[src/rtl/cfg_frame_parser.sv]
// Byte-stream parser for config frames A5 MOD CMD LEN DATA.. CHK 5A.
// A validated command is presented through a single-entry ready/valid buffer.
//   state   | meaning
//   S_IDLE  | waiting for the A5 start byte
//   S_MOD   | expecting the module ID
//   S_CMD   | expecting the command byte
//   S_LEN   | expecting the payload length
//   S_DATA  | collecting payload bytes
//   S_CHK   | expecting the XOR checksum
//   S_END   | expecting 5A; validate and commit
module cfg_frame_parser #(
  parameter int MAX_LEN        = 4,
  parameter int NUM_MODULES    = 4,
  parameter int TIMEOUT_CYCLES = 1_000_000
) (
  input  logic                         clk,
  input  logic                         rst_n,
  input  logic [7:0]                   rx_data_i,
  input  logic                         rx_valid_i,
  output logic                         cfg_valid_o,
  input  logic                         cfg_ready_i,
  output logic [7:0]                   cfg_mod_o,
  output logic [7:0]                   cfg_cmd_o,
  output logic [$clog2(MAX_LEN+1)-1:0] cfg_len_o,
  output logic [8*MAX_LEN-1:0]         cfg_data_o,
  output logic                         parse_error_o,
  output logic [2:0]                   err_code_o,
  output logic                         busy_o
);
  localparam int LW = $clog2(MAX_LEN + 1);
  localparam int TW = (TIMEOUT_CYCLES > 1) ? $clog2(TIMEOUT_CYCLES) : 1;
  localparam logic [TW-1:0] TO_LOAD  = TW'(TIMEOUT_CYCLES - 1);
  localparam logic [7:0]    MAX_LEN8 = 8'(MAX_LEN);
  localparam logic [7:0]    NUM_MOD8 = 8'(NUM_MODULES);

  localparam logic [2:0] E_LEN = 3'd1, E_CHK = 3'd2, E_END = 3'd3,
                         E_TMO = 3'd4, E_OVR = 3'd5, E_MOD = 3'd6;

  typedef enum logic [2:0] {
    S_IDLE, S_MOD, S_CMD, S_LEN, S_DATA, S_CHK, S_END
  } state_t;

  state_t              state_q;
  logic                busy_q;
  logic [TW-1:0]       to_cnt_q;
  logic [7:0]          mod_q, cmd_q, chk_q;
  logic [LW-1:0]       len_q, idx_q;
  logic [8*MAX_LEN-1:0] data_q;
  logic                chk_ok_q;
  logic                cfg_valid_q, parse_error_q;
  logic [7:0]          cfg_mod_q, cfg_cmd_q;
  logic [LW-1:0]       cfg_len_q;
  logic [8*MAX_LEN-1:0] cfg_data_q;
  logic [2:0]          err_code_q;

  always_ff @(posedge clk or negedge rst_n) begin
    if (!rst_n) begin
      state_q       <= S_IDLE;
      busy_q        <= 1'b0;
      to_cnt_q      <= '0;
      mod_q         <= '0;
      cmd_q         <= '0;
      chk_q         <= '0;
      len_q         <= '0;
      idx_q         <= '0;
      data_q        <= '0;
      chk_ok_q      <= 1'b0;
      cfg_valid_q   <= 1'b0;
      parse_error_q <= 1'b0;
      cfg_mod_q     <= '0;
      cfg_cmd_q     <= '0;
      cfg_len_q     <= '0;
      cfg_data_q    <= '0;
      err_code_q    <= '0;
    end else begin
      parse_error_q <= 1'b0;
      if (cfg_valid_q && cfg_ready_i) cfg_valid_q <= 1'b0;

      if (rx_valid_i) begin
        to_cnt_q <= TO_LOAD;
        case (state_q)
          S_IDLE: begin
            if (rx_data_i == 8'hA5) begin
              state_q <= S_MOD;
              busy_q  <= 1'b1;
              mod_q   <= '0;
              cmd_q   <= '0;
              chk_q   <= '0;
              len_q   <= '0;
              idx_q   <= '0;
              data_q  <= '0;
            end
          end
          S_MOD: begin
            mod_q   <= rx_data_i;
            chk_q   <= chk_q ^ rx_data_i;
            state_q <= S_CMD;
          end
          S_CMD: begin
            cmd_q   <= rx_data_i;
            chk_q   <= chk_q ^ rx_data_i;
            state_q <= S_LEN;
          end
          S_LEN: begin
            if (rx_data_i > MAX_LEN8) begin
              parse_error_q <= 1'b1;
              err_code_q    <= E_LEN;
              state_q       <= S_IDLE;
              busy_q        <= 1'b0;
            end else begin
              len_q   <= rx_data_i[LW-1:0];
              chk_q   <= chk_q ^ rx_data_i;
              state_q <= (rx_data_i == 8'h00) ? S_CHK : S_DATA;
            end
          end
          S_DATA: begin
            for (int i = 0; i < MAX_LEN; i++)
              if (idx_q == LW'(i)) data_q[8*i +: 8] <= rx_data_i;
            chk_q <= chk_q ^ rx_data_i;
            idx_q <= idx_q + LW'(1);
            if (idx_q + LW'(1) == len_q) state_q <= S_CHK;
          end
          S_CHK: begin
            chk_ok_q <= (rx_data_i == chk_q);
            state_q  <= S_END;
          end
          S_END: begin
            state_q <= S_IDLE;
            busy_q  <= 1'b0;
            if (rx_data_i != 8'h5A) begin
              parse_error_q <= 1'b1;
              err_code_q    <= E_END;
            end else if (!chk_ok_q) begin
              parse_error_q <= 1'b1;
              err_code_q    <= E_CHK;
            end else if (mod_q == 8'h00 || mod_q > NUM_MOD8) begin
              parse_error_q <= 1'b1;
              err_code_q    <= E_MOD;
            end else if (cfg_valid_q && !cfg_ready_i) begin
              // buffer still owned by the consumer: keep the old command
              parse_error_q <= 1'b1;
              err_code_q    <= E_OVR;
            end else begin
              cfg_valid_q <= 1'b1;
              cfg_mod_q   <= mod_q;
              cfg_cmd_q   <= cmd_q;
              cfg_len_q   <= len_q;
              cfg_data_q  <= data_q;
            end
          end
          default: begin
            state_q <= S_IDLE;
            busy_q  <= 1'b0;
          end
        endcase
      end else if (TIMEOUT_CYCLES != 0 && state_q != S_IDLE) begin
        if (to_cnt_q == '0) begin
          parse_error_q <= 1'b1;
          err_code_q    <= E_TMO;
          state_q       <= S_IDLE;
          busy_q        <= 1'b0;
        end else begin
          to_cnt_q <= to_cnt_q - TW'(1);
        end
      end
    end
  end

  assign cfg_valid_o   = cfg_valid_q;
  assign cfg_mod_o     = cfg_mod_q;
  assign cfg_cmd_o     = cfg_cmd_q;
  assign cfg_len_o     = cfg_len_q;
  assign cfg_data_o    = cfg_data_q;
  assign parse_error_o = parse_error_q;
  assign err_code_o    = err_code_q;
  assign busy_o        = busy_q;

endmodule
[config.mk]
export PLATFORM = sky130hd
export DESIGN_NAME = cfg_frame_parser
export DESIGN_NICKNAME = d
export VERILOG_FILES = /design/src/rtl/cfg_frame_parser.sv
export SDC_FILE = /design/constraint.sdc
export NUM_CORES = 1
export LEC_CHECK = 0
export ABC_AREA = 1
export BUFFER_PORTS_ARGS = -buffer_cell sky130_fd_sc_hd__buf_2
export CORE_ASPECT_RATIO = 0.75
export CORE_UTILIZATION = 63
export DETAILED_ROUTE_END_ITERATION = 10
export HOLD_SLACK_MARGIN = 0.06
export PLACE_DENSITY = 0.85
export SYNTH_ARGS = -nofsm -noshare
export SYNTH_HDL_FRONTEND = slang
export SYNTH_SLANG_ARGS = --single-unit
[constraint.sdc]
create_clock -name clk -period 4.64 [get_ports clk]
set_input_delay 0.232 -clock clk [delete_from_list [all_inputs] [get_ports clk]]
set_output_delay 0.232 -clock clk [all_outputs]
set_load 0.005 [all_outputs]
## After elaboration in Yosys (flattened, before gate mapping)

Index checks and enable logic that the tools add are counted.

| cells by class | value |
|---|---|
| muxes and demuxes | 57 |
| $lt $le $gt $ge | 2 |
| add/sub/neg operators | 2 |
| equal/unequal tests | 26 |
| bitwise operators | 4 |
| reductions and logical operators | 34 |

Operator list:

| kind | number |
|---|---|
| 32-bit one-hot mux with 2 select lines | 1 |
| 20-bit two-way mux | 3 |
| 3-bit two-way mux | 16 |
| 8-bit two-way mux | 6 |
| 32-bit two-way mux | 1 |
| 8-bit one-hot mux with 2 select lines | 2 |
| 4-bit AND reduction | 7 |
| 8-bit one-hot mux with 3 select lines | 1 |
| 1-bit two-way mux | 21 |
| 20-bit logical NOT | 1 |
| 20-bit by 1-bit subtractor with 20-bit output, second input constant | 1 |
| 3-bit one-hot mux with 2 select lines | 3 |
| 3-bit one-hot mux with 6 select lines | 1 |
| 8-bit by 3-bit greater-than comparator with 1-bit output, second input constant | 2 |
| 8-bit logical NOT | 2 |
| 2-bit inequality test, second input constant | 8 |
| 3-bit by 2-bit == test with 1-bit output, second input constant | 4 |
| 2-bit nonzero test | 6 |
| 5-bit AND reduction | 2 |
| 3-bit == test, second input constant | 3 |
| 3-bit inequality test, second input constant | 3 |
| 3-bit AND reduction | 3 |
| 8-bit == test | 1 |
| 8-bit == test, second input constant | 1 |
| other kinds (19) | 26 |

| word-level totals | value |
|---|---|
| logic and storage cells | 145 |
| register bits | 143 |
| input port bits | 12 |
| output and inout port bits | 57 |

## Logic depth before layout (Yosys ltp)

| logic depth | value |
|---|---|
| depth in word-level cells | 8 |
| gate-level depth with buffers | 12 |
| mapped depth without buffers | 12 |

## Worst setup path before layout

Ideal clock, no wire load.

| path | value |
|---|---|
| path kind | flip-flop to flip-flop |
| start | register to_cnt_q[0] |
| end | register to_cnt_q[14] |
| stages on the path, launching flop included | 13 |
| path buffers | 1 |
| library setup time | 123 ps |
| period minus slack after synthesis | 1586 ps |
| required time | 4517 ps |
| setup slack | 3054 ps |
| arrival | 1463 ps |
| cells stage by stage | dfrtp_1 > inv_1 > ha_1 > inv_1 > nor2_1 > nand2_1 > nor2_1 > nand3_1 > nand2_2 > inv_2 > buf_4 > o21ai_0 > nand2_1 |

| between the ends | value |
|---|---|
| word-level cells in the longest chain between the ends | 4 |
| elaborated cells between the ends (all ways) | 7 |
| classes of those cells | add/sub (1); eq/ne (1); mux (3); reduce/logical (2) |

Ends and longest elaborated chain:

| item | line | source |
|---|---|---|
| start: declaration | 45 | `logic [TW-1:0] to_cnt_q;` |
| start signal: assignment | 163 | `to_cnt_q <= to_cnt_q - TW'(1);` |
| 20-bit by 1-bit subtractor with 20-bit output | 163 |  |
| 20-bit two-way mux | 157 | `if (to_cnt_q == '0) begin` |
| 20-bit two-way mux | 156 | `end else if (TIMEOUT_CYCLES != 0 && state_q != S_IDLE) begin` |
| 20-bit two-way mux | 79 | `if (rx_valid_i) begin` |

Parallel ways exist; a longest one is shown, timed or not. The select of a mux whose other input is x is not followed.
A chain may end at the register's enable or synchronous reset.

## Final worst setup path

| path | value |
|---|---|
| start | register state_q[1] |
| end | register cfg_data_q[19] (netlist: cfg_data_o[19]) |

| between the ends | value |
|---|---|
| word-level cells in the longest chain between the ends | 2 |

Ends and longest elaborated chain:

| item | line | source |
|---|---|---|
| start: declaration | 43 | `state_t state_q;` |
| start signal: assignment | 113 | `state_q <= (rx_data_i == 8'h00) ? S_CHK : S_DATA;` |
| 3-bit == test | 81 | `case (state_q)` |
| 6-bit AND reduction (no source line) | -- |  |
| end signal: assignment | 148 | `cfg_data_q <= data_q;` |
| end: declaration | 53 | `logic [8*MAX_LEN-1:0] cfg_data_q;` |

No other way between the ends.

==> metrics.yaml <==
status:
  status: "completed"
grt:
  track_usage_pct: 30.9
  grt_remaining_overflow: 0
  grt_pass1_vias: 5431
  antenna_found_initial: 0
  grt_pass1_wl_um: 25800
  grt_max_degree: 101
setup_path:
  cp_max_fo: 62
  worstPathArrival_ns: 3.60
  path_buf_inv: 1
  cpPeakStageDelay_ns: 1.00
  cp_top_family: "simple AND/OR/NAND/NOR gates"
  endpoint_kind: "flop"
  crit_type: "reg2reg"
  start_kind: "flop"
  worstPathRequired_ns: 5.01
  crit_chain: "nand3_1 > nor2_2 > nand3_2 > inv_2 > nand2_1 > nand2_1"
  crit_top_cell: "nand2_1"
  critPathSlowestCell: "inv_2"
timing:
  fin_skew_ns: 0.00732
  maxSlewViolCount: 0
  rsz0062_at_grt: "false"
  setup_tns_ns: 0
  max_freq_mhz: 310
  whs_ns: 0.0895
  tightestPinTransition_ns: 1.19
  finalHoldViolCount: 0
  period_minus_slack_ns: 3.23
  setup_violations: 0
  slew_headroom_pct: 20.7
  fin_crit_sh_pct: 69.6
logic_synthesis:
  synth_area_mm2: 0.00664
  syn_area_per_cell_um2: 8.29
  synth_cells: 801
  synth-seq-area-share_pct: 53.9
  ys_ff_latch: 143
  synth_edf_count: 0
  ys_types: 33
  yosys_warnings: 0
  synth_fp_nets: 820
  ys.flop_type: "dfrtp_1"
  async_reset_ff_share_pct: 100
clock_network:
  clk_pin_slew_worst_paths_ns: 0.07
  cts_resized: 0
  cts_max_level: 4
  cts_made_buffers: 17
  cts_tree: "done"
  clock_path_buffers: 2
  clock-sinks: 143
  cts_setup_buffers: 0
  clockRootBuffer: "clkbuf_16"
  clkLatencyLatePin_ns: 0.43
drt:
  antenna_left: 0
  postRouteWirelength_um: 15600
  viasPerCell: 5.55
  wl_per_cell_um: 15.4
  route.detailed.drc: 0
  num_vias: 5629
  drtIter0Drc: 436
  first_pass_iters: 5
power:
  peakVddDrop_mv: 0.249
  leakage_nw: 4.02
  clkPwrFrac_pct: 37.2
  swShare_pct: 33.8
  p_seq_share_pct: 41.6
  power_density_mw_per_mm2: 495
  p_switching_w: 0.00128
  combPwrFrac_pct: 21.2
  power.internal_w: 0.00250
floorplanning:
  dieArea_mm2: 0.0110
  ioPinCount: 69
  die_height_um: 90.9
  rows: 32
  core_area_mm2: 0.0102
  start_util_pct: 64.8
  die_w_um: 121
worst_hold_path:
  hold_class: "in2reg"
placement:
  io_buffers: 68
  hpwl_um: 10200
  gp_congestion: 0.922
finish:
  syn_to_final_growth_pct: 14.9
  layout.nets: 885
  fin_util_pct: 74.5
  diodes: 0
  fill_cells: 702
  final_layout_size_suffix_gt1_share_pct: 15.5
flow_run:
  drv_cap: 0
## final cells by class
class	count	area, um^2	area share (%)
clock buffers	18	439	5.76
clock inverters	14	170	2.23
inverters	76	285	3.74
multi-input cells	558	2620	34.4
flip-flops and latches	143	3580	46.9
well taps	136	170	2.23
repair buffers	70	364	4.77
## placed cells by master (no fill, tap or decap), types with 2 or more instances in the layout
cell and count:
bufinv_16 2, nor2_4 4, nand2_2 3, inv_8 4
inv_6 5, clkbuf_16 17, a21o_1 4, nand2_1 292
nand3b_1 3, o21ai_2 8, a21oi_1 3, inv_1 69
or2_2 2, dfrtp_1 143, xnor2_1 4, ha_1 7
nor3_1 4, o21ai_0 56, nand4_1 5, nor2_2 2
buf_2 67, o21ai_1 22, inv_2 7, nand2_4 4
xor2_1 10, nand3_1 53, nor2_1 66
## routing by layer
| metal | vias up | routed length (um) | GRT usage (%) | share of wire (%) |
|---|---|---|---|---|
| li1 | 2660 | - | - | - |
| met1 | 2700 | 6800 | 42.1 | 44 |
| met2 | 222 | 7440 | 48.3 | 48 |
| met3 | 47 | 975 | 6.94 | 6.2 |
| met4 | 0 | 386 | 12.8 | 2.5 |
| met5 | - | 0 | 0 | 0 |
## timing repair
action                                  4_1_cts  5_1_grt
hold buffers                                  1        0
endpoints found under the setup margin        0        0
endpoints found under the hold margin        99        0
## Yosys cell counts, types with 4 or more instances
library cell / count / area share [%]
a21o_1: 4 / 0.45
buf_2: 7 / 0.53
buf_6: 6 / 1.0
clkbuf_1: 7 / 0.40
dfrtp_1: 143 / 54
ha_1: 7 / 1.3
inv_1: 69 / 3.9
inv_2: 7 / 0.40
nand2_1: 292 / 17
nand2_4: 4 / 0.68
nand3_1: 53 / 4.0
nand4_1: 5 / 0.47
nor2_1: 66 / 3.7
nor2_4: 4 / 0.68
nor3_1: 4 / 0.30
o21ai_0: 56 / 4.2
o21ai_1: 22 / 1.7
o21ai_2: 8 / 1.1
xnor2_1: 4 / 0.53
xor2_1: 10 / 1.3
## power by group through the flow
stage | clock network, W | logic, W | registers, W
after floorplan | 0 | 0.000633 | 0.00154
after global placement | 0 | 0.000738 | 0.00158
after detailed placement | 0 | 0.000777 | 0.00159
after CTS | 0.00142 | 0.000799 | 0.00157
after global routing | 0.00148 | 0.000910 | 0.00159
final | 0.00141 | 0.000801 | 0.00157
## worst min-delay path: stages
cell	delay [ns]
buf_2	0.07
nor2_1	0.03
inv_1	0.08
nand2_1	0.06
## cell families (layout without fill, tap and decap cells)
| logic type | count (synthesis) | count (layout) | share of synthesized area [%] |
|---|---|---|---|
| flops | 143 | 143 | 53.9 |
| xor+xnor | 14 | 14 | 1.85 |
| compound gates | 96 | 96 | 8.23 |
| fa+ha+maj | 7 | 7 | 1.32 |
| buf+inv | 100 | 178 | 6.63 |
| simple gates | 441 | 441 | 28.1 |
## metrics by stage
stage                     cells  setup slack (ns)  instance area [um^2]  power (W)
after global routing       1015              1.10                  7630    0.00398
after detailed placement    982              1.17                  7010    0.00236
final                      1015              1.41                  7630    0.00378
after floorplan             801              3.05                  6640    0.00218
after CTS                  1015              1.42                  7630    0.00378
after global placement      982              1.34                  7010    0.00232
## worst paths after layout
| check | from | slack [ns] | end | cells after the start |
|---|---|---|---|---|
| min reg2reg | data_q[13] | 0.46 | cfg_data_o[13] | 2 |
| max reg2reg | state_q[1] | 1.41 | cfg_data_o[19] | 6 |
| min in group asynchronous | rst_n | 0.41 | cfg_cmd_o[3] | 2 |
| min | cfg_ready_i | 0.09 | cfg_valid_o | 4 |
| max | state_q[1] | 1.41 | cfg_data_o[19] | 6 |
| max in group asynchronous | rst_n | 3.04 | to_cnt_q[0] | 3 |
## sequential cells by signal, summed over array words and instances (netlist names)
name           count
cfg_data_o        32
data_q            32
to_cnt_q          20
cfg_cmd_o          8
cfg_mod_o          8
chk_q              8
cmd_q              8
mod_q              8
cfg_len_o          3
err_code_o         3
idx_q              3
len_q              3
state_q            3
busy_o             1
cfg_valid_o        1
chk_ok_q           1
parse_error_o      1
(Power assumes the default switching activity.)
